**src/rtl/rv_iopmp_pkg.sv**
```systemverilog
// Shared types for the IOPMP check arbiter: access kinds, error record,
// arbiter FSM states and the default-configuration request bundle.
package rv_iopmp_pkg;

    typedef enum logic [1:0] {
        ACCESS_NONE  = 2'd0,
        ACCESS_READ  = 2'd1,
        ACCESS_WRITE = 2'd2,
        ACCESS_EXEC  = 2'd3
    } access_t;

    // Error record as reported by the transaction checker.
    typedef struct packed {
        logic          error_detected;
        logic [2:0]    etype;
        logic [7:0]    sid;
        logic [63:0]   addr;
        access_t       access;
    } error_capture_t;

    typedef enum logic [1:0] {
        IDLE  = 2'd0,
        ISSUE = 2'd1,
        WAIT  = 2'd2,
        RESP  = 2'd3
    } arb_state_e;

    // Request bundle for the default parameter set (64-bit addr, 64-bit data).
    localparam int ARB_ADDR_W = 64;
    localparam int ARB_NB_W   = 4;
    localparam int ARB_SID_W  = 8;

    typedef struct packed {
        logic [ARB_ADDR_W-1:0] addr;
        logic [ARB_NB_W-1:0]   num_bytes;
        logic [ARB_SID_W-1:0]  sid;
        access_t               access;
    } arb_req_t;

    // Width of a requester index; a single requester still needs one bit.
    function automatic int idx_width(input int n);
        return (n > 1) ? $clog2(n) : 1;
    endfunction

endpackage

```
**src/rtl/rv_iopmp_rr_arbiter.sv**
```systemverilog
// Combinational round-robin pick: first valid requester at or after ptr_i.
module rv_iopmp_rr_arbiter
    import rv_iopmp_pkg::*;
#(
    parameter int N     = 2,
    parameter int IDX_W = idx_width(N)
) (
    input  logic [N-1:0]     valid_i,
    input  logic [IDX_W-1:0] ptr_i,
    output logic [IDX_W-1:0] gnt_idx_o,
    output logic             any_o
);

    logic [IDX_W-1:0] cand;

    // Scan from the farthest candidate back to ptr_i so the nearest valid wins.
    always_comb begin
        gnt_idx_o = '0;
        any_o     = 1'b0;
        cand      = '0;
        for (int k = N - 1; k >= 0; k--) begin
            cand = IDX_W'((int'(ptr_i) + k) % N);
            if (valid_i[cand]) begin
                gnt_idx_o = cand;
                any_o     = 1'b1;
            end
        end
    end

endmodule

```
**src/rtl/rv_iopmp_check_arbiter.sv**
```systemverilog
// Shares one IOPMP transaction checker between NUMBER_REQ requesters.
// Round-robin grant, one transaction in flight, verdict routed back to the
// winner, first reported error held until cleared.
// Optional: RV_IOPMP_ARB_TIMEOUT_EN adds a WAIT watchdog of TIMEOUT_CYCLES
// that answers with a deny when the checker never responds.
module rv_iopmp_check_arbiter
    import rv_iopmp_pkg::*;
#(
    parameter int ADDR_WIDTH     = 64,
    parameter int DATA_WIDTH     = 64,
    parameter int SID_WIDTH      = 8,
    parameter int NUMBER_REQ     = 2,
    parameter int TIMEOUT_CYCLES = 256,
    localparam int NB_W          = $clog2(DATA_WIDTH / 8) + 1
) (
    input  logic                                  clk_i,
    input  logic                                  rst_ni,
    input  logic [NUMBER_REQ-1:0]                 req_valid_i,
    output logic [NUMBER_REQ-1:0]                 req_ready_o,
    input  logic [NUMBER_REQ-1:0][ADDR_WIDTH-1:0] req_addr_i,
    input  logic [NUMBER_REQ-1:0][NB_W-1:0]       req_num_bytes_i,
    input  logic [NUMBER_REQ-1:0][SID_WIDTH-1:0]  req_sid_i,
    input  access_t [NUMBER_REQ-1:0]              req_access_i,
    output logic [NUMBER_REQ-1:0]                 rsp_valid_o,
    input  logic [NUMBER_REQ-1:0]                 rsp_ready_i,
    output logic                                  rsp_allow_o,
    output logic                                  chk_en_o,
    output logic [ADDR_WIDTH-1:0]                 chk_addr_o,
    output logic [NB_W-1:0]                       chk_num_bytes_o,
    output logic [SID_WIDTH-1:0]                  chk_sid_o,
    output access_t                               chk_access_o,
    input  logic                                  chk_ready_i,
    input  logic                                  chk_valid_i,
    input  logic                                  chk_allow_i,
    input  error_capture_t                        chk_err_i,
    output error_capture_t                        err_o,
    input  logic                                  err_clear_i
);

    localparam int IDX_W = idx_width(NUMBER_REQ);

    if (NUMBER_REQ < 1) begin : g_bad_num_req
        $error("NUMBER_REQ must be at least 1");
    end
    if (TIMEOUT_CYCLES < 1) begin : g_bad_timeout
        $error("TIMEOUT_CYCLES must be at least 1");
    end

    arb_state_e       state_q, state_d;
    logic [IDX_W-1:0] ptr_q, gnt_q, gnt_idx, ptr_next;
    logic             any_vld, grant, chk_fire, timeout_hit, err_capture;

    rv_iopmp_rr_arbiter #(
        .N     (NUMBER_REQ),
        .IDX_W (IDX_W)
    ) u_rr (
        .valid_i   (req_valid_i),
        .ptr_i     (ptr_q),
        .gnt_idx_o (gnt_idx),
        .any_o     (any_vld)
    );

    assign grant    = (state_q == IDLE) && any_vld && chk_ready_i;
    // Verdicts are only meaningful while a transaction is outstanding.
    assign chk_fire = (state_q == WAIT) && chk_valid_i;
    assign ptr_next = (gnt_idx == IDX_W'(NUMBER_REQ - 1)) ? '0 : gnt_idx + 1'b1;

`ifdef RV_IOPMP_ARB_TIMEOUT_EN
    localparam int CNT_W = $clog2(TIMEOUT_CYCLES + 1);
    logic [CNT_W-1:0] wait_cnt_q;

    assign timeout_hit = (state_q == WAIT) && !chk_valid_i &&
                         (wait_cnt_q == CNT_W'(TIMEOUT_CYCLES - 1));

    // Watchdog: cleared on the way into WAIT, counts WAIT cycles.
    always_ff @(posedge clk_i or negedge rst_ni) begin
        if (!rst_ni) begin
            wait_cnt_q <= '0;
        end else if (state_q == ISSUE) begin
            wait_cnt_q <= '0;
        end else if (state_q == WAIT) begin
            wait_cnt_q <= wait_cnt_q + 1'b1;
        end
    end
`else
    assign timeout_hit = 1'b0;
`endif

    // State register.
    always_ff @(posedge clk_i or negedge rst_ni) begin
        if (!rst_ni) state_q <= IDLE;
        else         state_q <= state_d;
    end

    // Next state and the grant-cycle ready pulse.
    always_comb begin
        state_d     = state_q;
        req_ready_o = '0;
        case (state_q)
            IDLE: begin
                if (grant) begin
                    req_ready_o[gnt_idx] = 1'b1;
                    state_d              = ISSUE;
                end
            end
            ISSUE: state_d = WAIT;
            WAIT:  if (chk_valid_i || timeout_hit) state_d = RESP;
            RESP:  if (rsp_ready_i[gnt_q]) state_d = IDLE;
            default: state_d = IDLE;
        endcase
    end

    // Response valid goes only to the requester that owns the transaction.
    always_comb begin
        rsp_valid_o = '0;
        if (state_q == RESP) rsp_valid_o[gnt_q] = 1'b1;
    end

    assign chk_en_o = (state_q == ISSUE);

    // Capture winner, pointer and operands at grant; held until back in IDLE.
    always_ff @(posedge clk_i or negedge rst_ni) begin
        if (!rst_ni) begin
            ptr_q           <= '0;
            gnt_q           <= '0;
            chk_addr_o      <= '0;
            chk_num_bytes_o <= '0;
            chk_sid_o       <= '0;
            chk_access_o    <= ACCESS_NONE;
        end else if (grant) begin
            ptr_q           <= ptr_next;
            gnt_q           <= gnt_idx;
            chk_addr_o      <= req_addr_i[gnt_idx];
            chk_num_bytes_o <= req_num_bytes_i[gnt_idx];
            chk_sid_o       <= req_sid_i[gnt_idx];
            chk_access_o    <= req_access_i[gnt_idx];
        end
    end

    // Verdict register; a watchdog expiry answers with a deny.
    always_ff @(posedge clk_i or negedge rst_ni) begin
        if (!rst_ni)          rsp_allow_o <= 1'b0;
        else if (chk_fire)    rsp_allow_o <= chk_allow_i;
        else if (timeout_hit) rsp_allow_o <= 1'b0;
    end

    // A clear in the same cycle as a new error lets the new error through.
    assign err_capture = chk_fire && chk_err_i.error_detected &&
                         (!err_o.error_detected || err_clear_i);

    // First-error latch.
    always_ff @(posedge clk_i or negedge rst_ni) begin
        if (!rst_ni)          err_o <= '0;
        else if (err_capture) err_o <= chk_err_i;
        else if (err_clear_i) err_o <= '0;
    end

endmodule
```
**config.mk**
```make
export PLATFORM = sky130hd
export DESIGN_NAME = rv_iopmp_check_arbiter
export DESIGN_NICKNAME = d
export VERILOG_FILES = /design/src/rtl/rv_iopmp_pkg.sv /design/src/rtl/rv_iopmp_rr_arbiter.sv /design/src/rtl/rv_iopmp_check_arbiter.sv
export SDC_FILE = /design/constraint.sdc
export NUM_CORES = 1
export LEC_CHECK = 0
export ABC_AREA = 1
export BUFFER_PORTS_ARGS = -buffer_cell sky130_fd_sc_hd__buf_4
export CAP_MARGIN = 20
export CORE_AREA = 3 3 158 160
export CTS_CLUSTER_SIZE = 30
export DETAILED_ROUTE_END_ITERATION = 8
export DIE_AREA = 0 0 161 163
export SYNTH_ARGS = -nofsm -noshare
export SYNTH_HDL_FRONTEND = slang
export SYNTH_SLANG_ARGS = --single-unit
```
**constraint.sdc**
```tcl
create_clock -name clk_i -period 2.25 [get_ports clk_i]
set_clock_uncertainty 0.15 [all_clocks]
set_input_delay 0.1125 -clock clk_i [delete_from_list [all_inputs] [get_ports clk_i]]
set_output_delay 0.1125 -clock clk_i [all_outputs]
set_load 0.01 [all_outputs]
```
# == After elaboration in Yosys (flattened, before gate mapping) ==
# Cells that the tools add are included.
# Widths: inputs -> output; s select.
# word_totals
ram_bits,0
in_bits,244
regBits,161
memories,0
word_cells,71
latch_bits,0
out_inout_bits,162
mem_bits_ro,0
# classes
reduce_logical,12
n_shift,0
multipliers,0
eq_ne,6
mux,32
order_cmp,6
bitwise_logic,0
addsub,2
div_mod_pow,0
# ops
cell,n
$mux 78,2
$mux 64,2
$mux 2,8
$mux 8,2
$mux 1,13
$lt 1x2->1 const B,4
$mux 4,2
$pmux 2 s4,1
$logic_and 1x1->1,7
$ne 2x2->1 const B,3
$eq 2x2->1 const B,2
$reduce_and 3->1,1
$add 1x1->1 const B,2
$demux 1 s1,2
$eq 2x1->1 const B,1
$ge 1x1->1 const B,2
$logic_not 2->1,1
$reduce_bool 2->1,1
$logic_not 1->1,1
$logic_or 1x1->1,1

# == Longest topological paths before layout ==
# depth
ltp_word,11
ltp_mapped,10

# == Cells and area by module ==
# From an unflattened synthesis, not the netlist that was laid out.
# unflattened
cells_unflattened,800
area_unflattened_um2,6777.8
# by_module_without_submodules
module,area_per_inst_um2,cells_each,seq_area_each_um2,instances
rv_iopmp_check_arbiter,6759.0,796,4028.9,1
rv_iopmp_rr_arbiter,18.8,4,0.0,1

# == Least setup slack after synthesis ==
# No wires, ideal clock.
# synth_timing
path_kind,flip-flop to flip-flop
from,register state_q[0]
to,register err_o[22] (netlist name)
setup_time_ns,0.074
t_arrival_ns,1.401
slack_ns,0.625
stages_incl_launch_ff,11
required_ns,2.026
path_buffers,3
period_less_slack_ns,1.625
cell_sequence,dfrtp_1 -> inv_1 -> ha_1 -> nand2_1 -> clkinv_1 -> nand3_2 -> buf_6 -> buf_8 -> buf_6 -> nand3_2 -> o21ai_2
# synth_via
elab_chain_len,5
# synth_lines
item,line,text
start: declaration,rv_iopmp_check_arbiter.sv:49,"arb_state_e state_q, state_d;"
start signal: assignment,rv_iopmp_check_arbiter.sv:92,else state_q <= state_d;
$eq 2x2->1 (*),rv_iopmp_check_arbiter.sv:65,assign chk_fire = (state_q == WAIT) && chk_valid_i;
$logic_and 1x1->1 (*),rv_iopmp_check_arbiter.sv:65,
$logic_and 1x1->1 (*) (2 in series),rv_iopmp_check_arbiter.sv:148,assign err_capture = chk_fire && chk_err_i.error_detected &&
$mux 78 / $reduce_bool 2->1 (equally long branches),-,
end signal: assignment,rv_iopmp_check_arbiter.sv:154,else if (err_capture) err_o <= chk_err_i;
end: declaration,rv_iopmp_check_arbiter.sv:36,"output error_capture_t err_o,"
# Mark *: on every way between the ends. The rest lies on a longest branch, timed or not.
# A chain may end at the register's enable or synchronous reset.

# == Worst setup path after layout ==
# layout_timing
from,register state_q[1]
to,output req_ready_o[1]
# layout_via
elab_chain_len,5
# layout_lines
item,line,text
$logic_not 2->1 (*),"rv_iopmp_check_arbiter.sv:63, rv_iopmp_check_arbiter.sv:99",
$logic_and 1x1->1 (2 in series),rv_iopmp_check_arbiter.sv:63,assign grant = (state_q == IDLE) && any_vld && chk_ready_i;
$mux 2,rv_iopmp_check_arbiter.sv:101,if (grant) begin
$mux 2 (*),rv_iopmp_check_arbiter.sv:99,case (state_q)
end: declaration,rv_iopmp_check_arbiter.sv:19,"output logic [NUMBER_REQ-1:0] req_ready_o,"
# Marked as above.

==> flow_summary.yaml <==
status:
  run_status: "complete, no violations"
yosys:
  synth.largest_area_cell: "sky130_fd_sc_hd__dfrtp_1"
  synth.net_count: 1051
  number_of_enable_type_register_cells_in_the_synthesized_netlist: 0
  yosys_warnings: 0
  postSynth.asyncResetShare_pct: 100
  synth.yosys.seq_area_share_pct: 54.2
  post_synth_design_cell_area_um2: 7430
  postSynthRegisterBits: 161
  synthDistinctLibCells: 27
  average_cell_area_after_synthesis_um2: 9.27
  synth_area_leaders: "sky130_fd_sc_hd__dfrtp_1 54%, sky130_fd_sc_hd__nand2_1 12%, sky130_fd_sc_hd__nand3_1 7.2%"
  synthesis.instances: 802
  synthMostInstantiatedCell: "sky130_fd_sc_hd__nand2_1"
  yosys.area.top_type_share_pct: 54.2
  synth.top_cells.by_count: "242 x sky130_fd_sc_hd__nand2_1, 161 x sky130_fd_sc_hd__dfrtp_1, 107 x sky130_fd_sc_hd__nand3_1, 86 x sky130_fd_sc_hd__inv_1, 51 x sky130_fd_sc_hd__nand3_2"
  yosys_most_used_dff: "sky130_fd_sc_hd__dfrtp_1"
placed_design:
  routabilityCongestion: 0.856
  dp_slack_ns: 0.226
  number_of_buffer_cells_added_on_primary_ports: 405
  placedInstanceArea_um2: 10800
  detail_placement_hpwl_mm: 18.4
power_and_ir_drop:
  power_density_nw_per_um2: 867
  design_power_total_mw: 12.0
  p_leak_nw: 7.06
  worst_ir_drop_vdd_mv: 0.473
timing:
  report.final.slew_viol_count: 0
  post-route-worst-setup-slack_ns: 0.147
  final-setup-viol-count: 0
  timing.setup.tns_ns: 0
  finalHoldViolations: 0
  worst_slew_pin_tran_ns: 0.471
  timing.final.crit_share_pct: 93.5
  rsz_0062_raised_after_global_routing: "false"
  max_slew_margin_pct: 68.6
  finalCriticalPeriod_ns: 2.10
  fmax_ghz: 0.475
worst_setup_path:
  cp_num_buf_inv: 3
  critical_path.cell_chain: "inv_1, ha_1, nand2_1, nor2_4, clkbuf_16, buf_4"
  critPathKind: "reg2out"
  cp_data_required_time_ns: 1.99
  cp.arrival_ns: 1.84
  timing.critical_path.fanout_max: 40
  reg2reg_slack_ns: 0.22
  worst_r2r_startpoint: "state_q[0]"
  end_kind: "primary output"
  critPathLaunch: "state_q[1]"
  cpMaxStageDelayCell: "sky130_fd_sc_hd__dfrtp_1"
  cp-start-kind: "register"
  worst_path_largest_cell_delay_ns: 0.42
  critical_path.top_delay_family: "buffers and inverters"
cts:
  clock_tree.root_cell: "sky130_fd_sc_hd__clkbuf_16"
  clock_latency_at_the_later_pin_of_the_worst_skew_pair_ns: 0.41
  h-tree-depth: 4
  reg_clk_slew_reported_paths_ns: 0.07
  tritoncts.num_buffers: 17
  total_number_of_clock_tree_sinks: 161
  tritoncts_clock_tree: "built"
  buffer_levels_on_the_longest_clock_path: 2
route:
  drt-total-wl_mm: 29.1
  dr_total_vias: 8022
  postRouteAntennaNets: 0
  initialDrtViolationCount: 482
  avgRoutedWirePerCell_um: 16.4
  drcViolationCount: 0
  post_drt_via_cell_ratio: 4.52
  number_of_detailed_routing_iterations_run_before_antenna_repair: 5
final_layout:
  drive_gt1_share_pct: 39.4
  total_area_of_multi_input_combinational_cells_um2: 2750
  layout.filler_cells: 1983
  final_cell_area_um2: 13800
  area_growth_syn_to_layout_pct: 86.0
  finish.net_count: 1689
  layout.area.seq_um2: 4030
min_path:
  hold_path.class: "in2async"
global_route:
  grt_first_pass_wirelength_mm: 44.8
  globalRouteOverflowTotal: 0
  track_usage_pct: 21.5
  antenna_found_initial: 1
  grt_max_degree: 81
  number_of_global_route_vias_before_repair: 8651
floorplanning:
  pin_count: 406
  placement_rows: 56
  initial_utilization_pct: 31.6
  fp.coreArea_um2: 23500
  die-area_um2: 26200
  dieWidth_um: 161
  die_height_um: 163
job:
  max_cap_violations: 0
[worst paths after layout]
check | endpoint | cells after the start
max | req_ready_o[1] | 6
min reg2reg | rsp_allow_o | 2
max in group asynchronous | chk_addr_o[52] | 3
min in group clk_i | chk_addr_o[4] | 6
max reg2reg | err_o[60] | 8
min | err_o[66] | 2
[layout by cell type (no fill, tap or decap), drive strengths merged]
cell,n
o21bai,2
dfrtp,161
a21oi,1
ha,5
o21ai,78
nand2,252
clkinvlp,4
inv,94
nand4,2
dlygate4sd3,244
clkinv,4
bufinv,1
nor2,3
diode,1
nand3,158
or2,1
clkbuf,20
buf,423
[per-layer routing]
metal | vias up | share of wire, % | GRT usage [%]
met3 | 112 | 5.7 | 4.98
met5 | - | 0 | 0
met2 | 326 | 52 | 37.8
li1 | 3828 | - | -
met4 | 0 | 5.2 | 12.0
met1 | 3756 | 37 | 23.9
[stage by stage]
stage | instances | hold WS, ns | utilization (%)
finish | 1773 | 0.0395 | 58.7
global placement | 1491 | -0.0620 | 45.8
CTS | 1767 | 0.0197 | 58.5
global route | 1773 | 0.0622 | 58.7
floorplan | 802 | -0.333 | -
detailed placement | 1491 | -0.0657 | 45.8
[state kept, by name, summed over array words and instances (netlist names)]
register         count
rsp_allow_o          1
chk_sid_o            8
chk_addr_o          64
ptr_q                1
state_q              2
chk_access_o         2
err_o               78
chk_num_bytes_o      4
gnt_q                1
[cell families (layout without fill, tap and decap cells)]
logic type      Yosys count  count (layout)  synth area share, %
compound gates           81              81                 8.09
fa+ha+maj                 5               5                0.841
other cells               0               1                    0
buf+inv                 139             790                 9.02
simple gates            416             416                 27.9
flops                   161             161                 54.2
[final cells by class]
cell class,instances,area share [%]
antenna,1,0.0181
clock buffer,19,3.13
clock inverter,13,0.914
inverter,90,2.45
multi-input combinational,502,19.9
sequential,161,29.1
tap,319,2.89
timing repair buffer,668,41.6
[where the power goes]
group	switching [mW]	internal (mW)
registers	0.598	3.80
clock network	1.28	1.54
logic	2.36	2.41
[timing repair]
item,4_1_cts,5_1_grt
buffers inserted,1,3
pin swaps,1,1
hold buffers,243,1
gates cloned,0,1
endpoints found under the hold margin,320,1
setup endpoints to repair,1,3
gates resized for setup,0,2
Power figures use the tool's default switching activity.
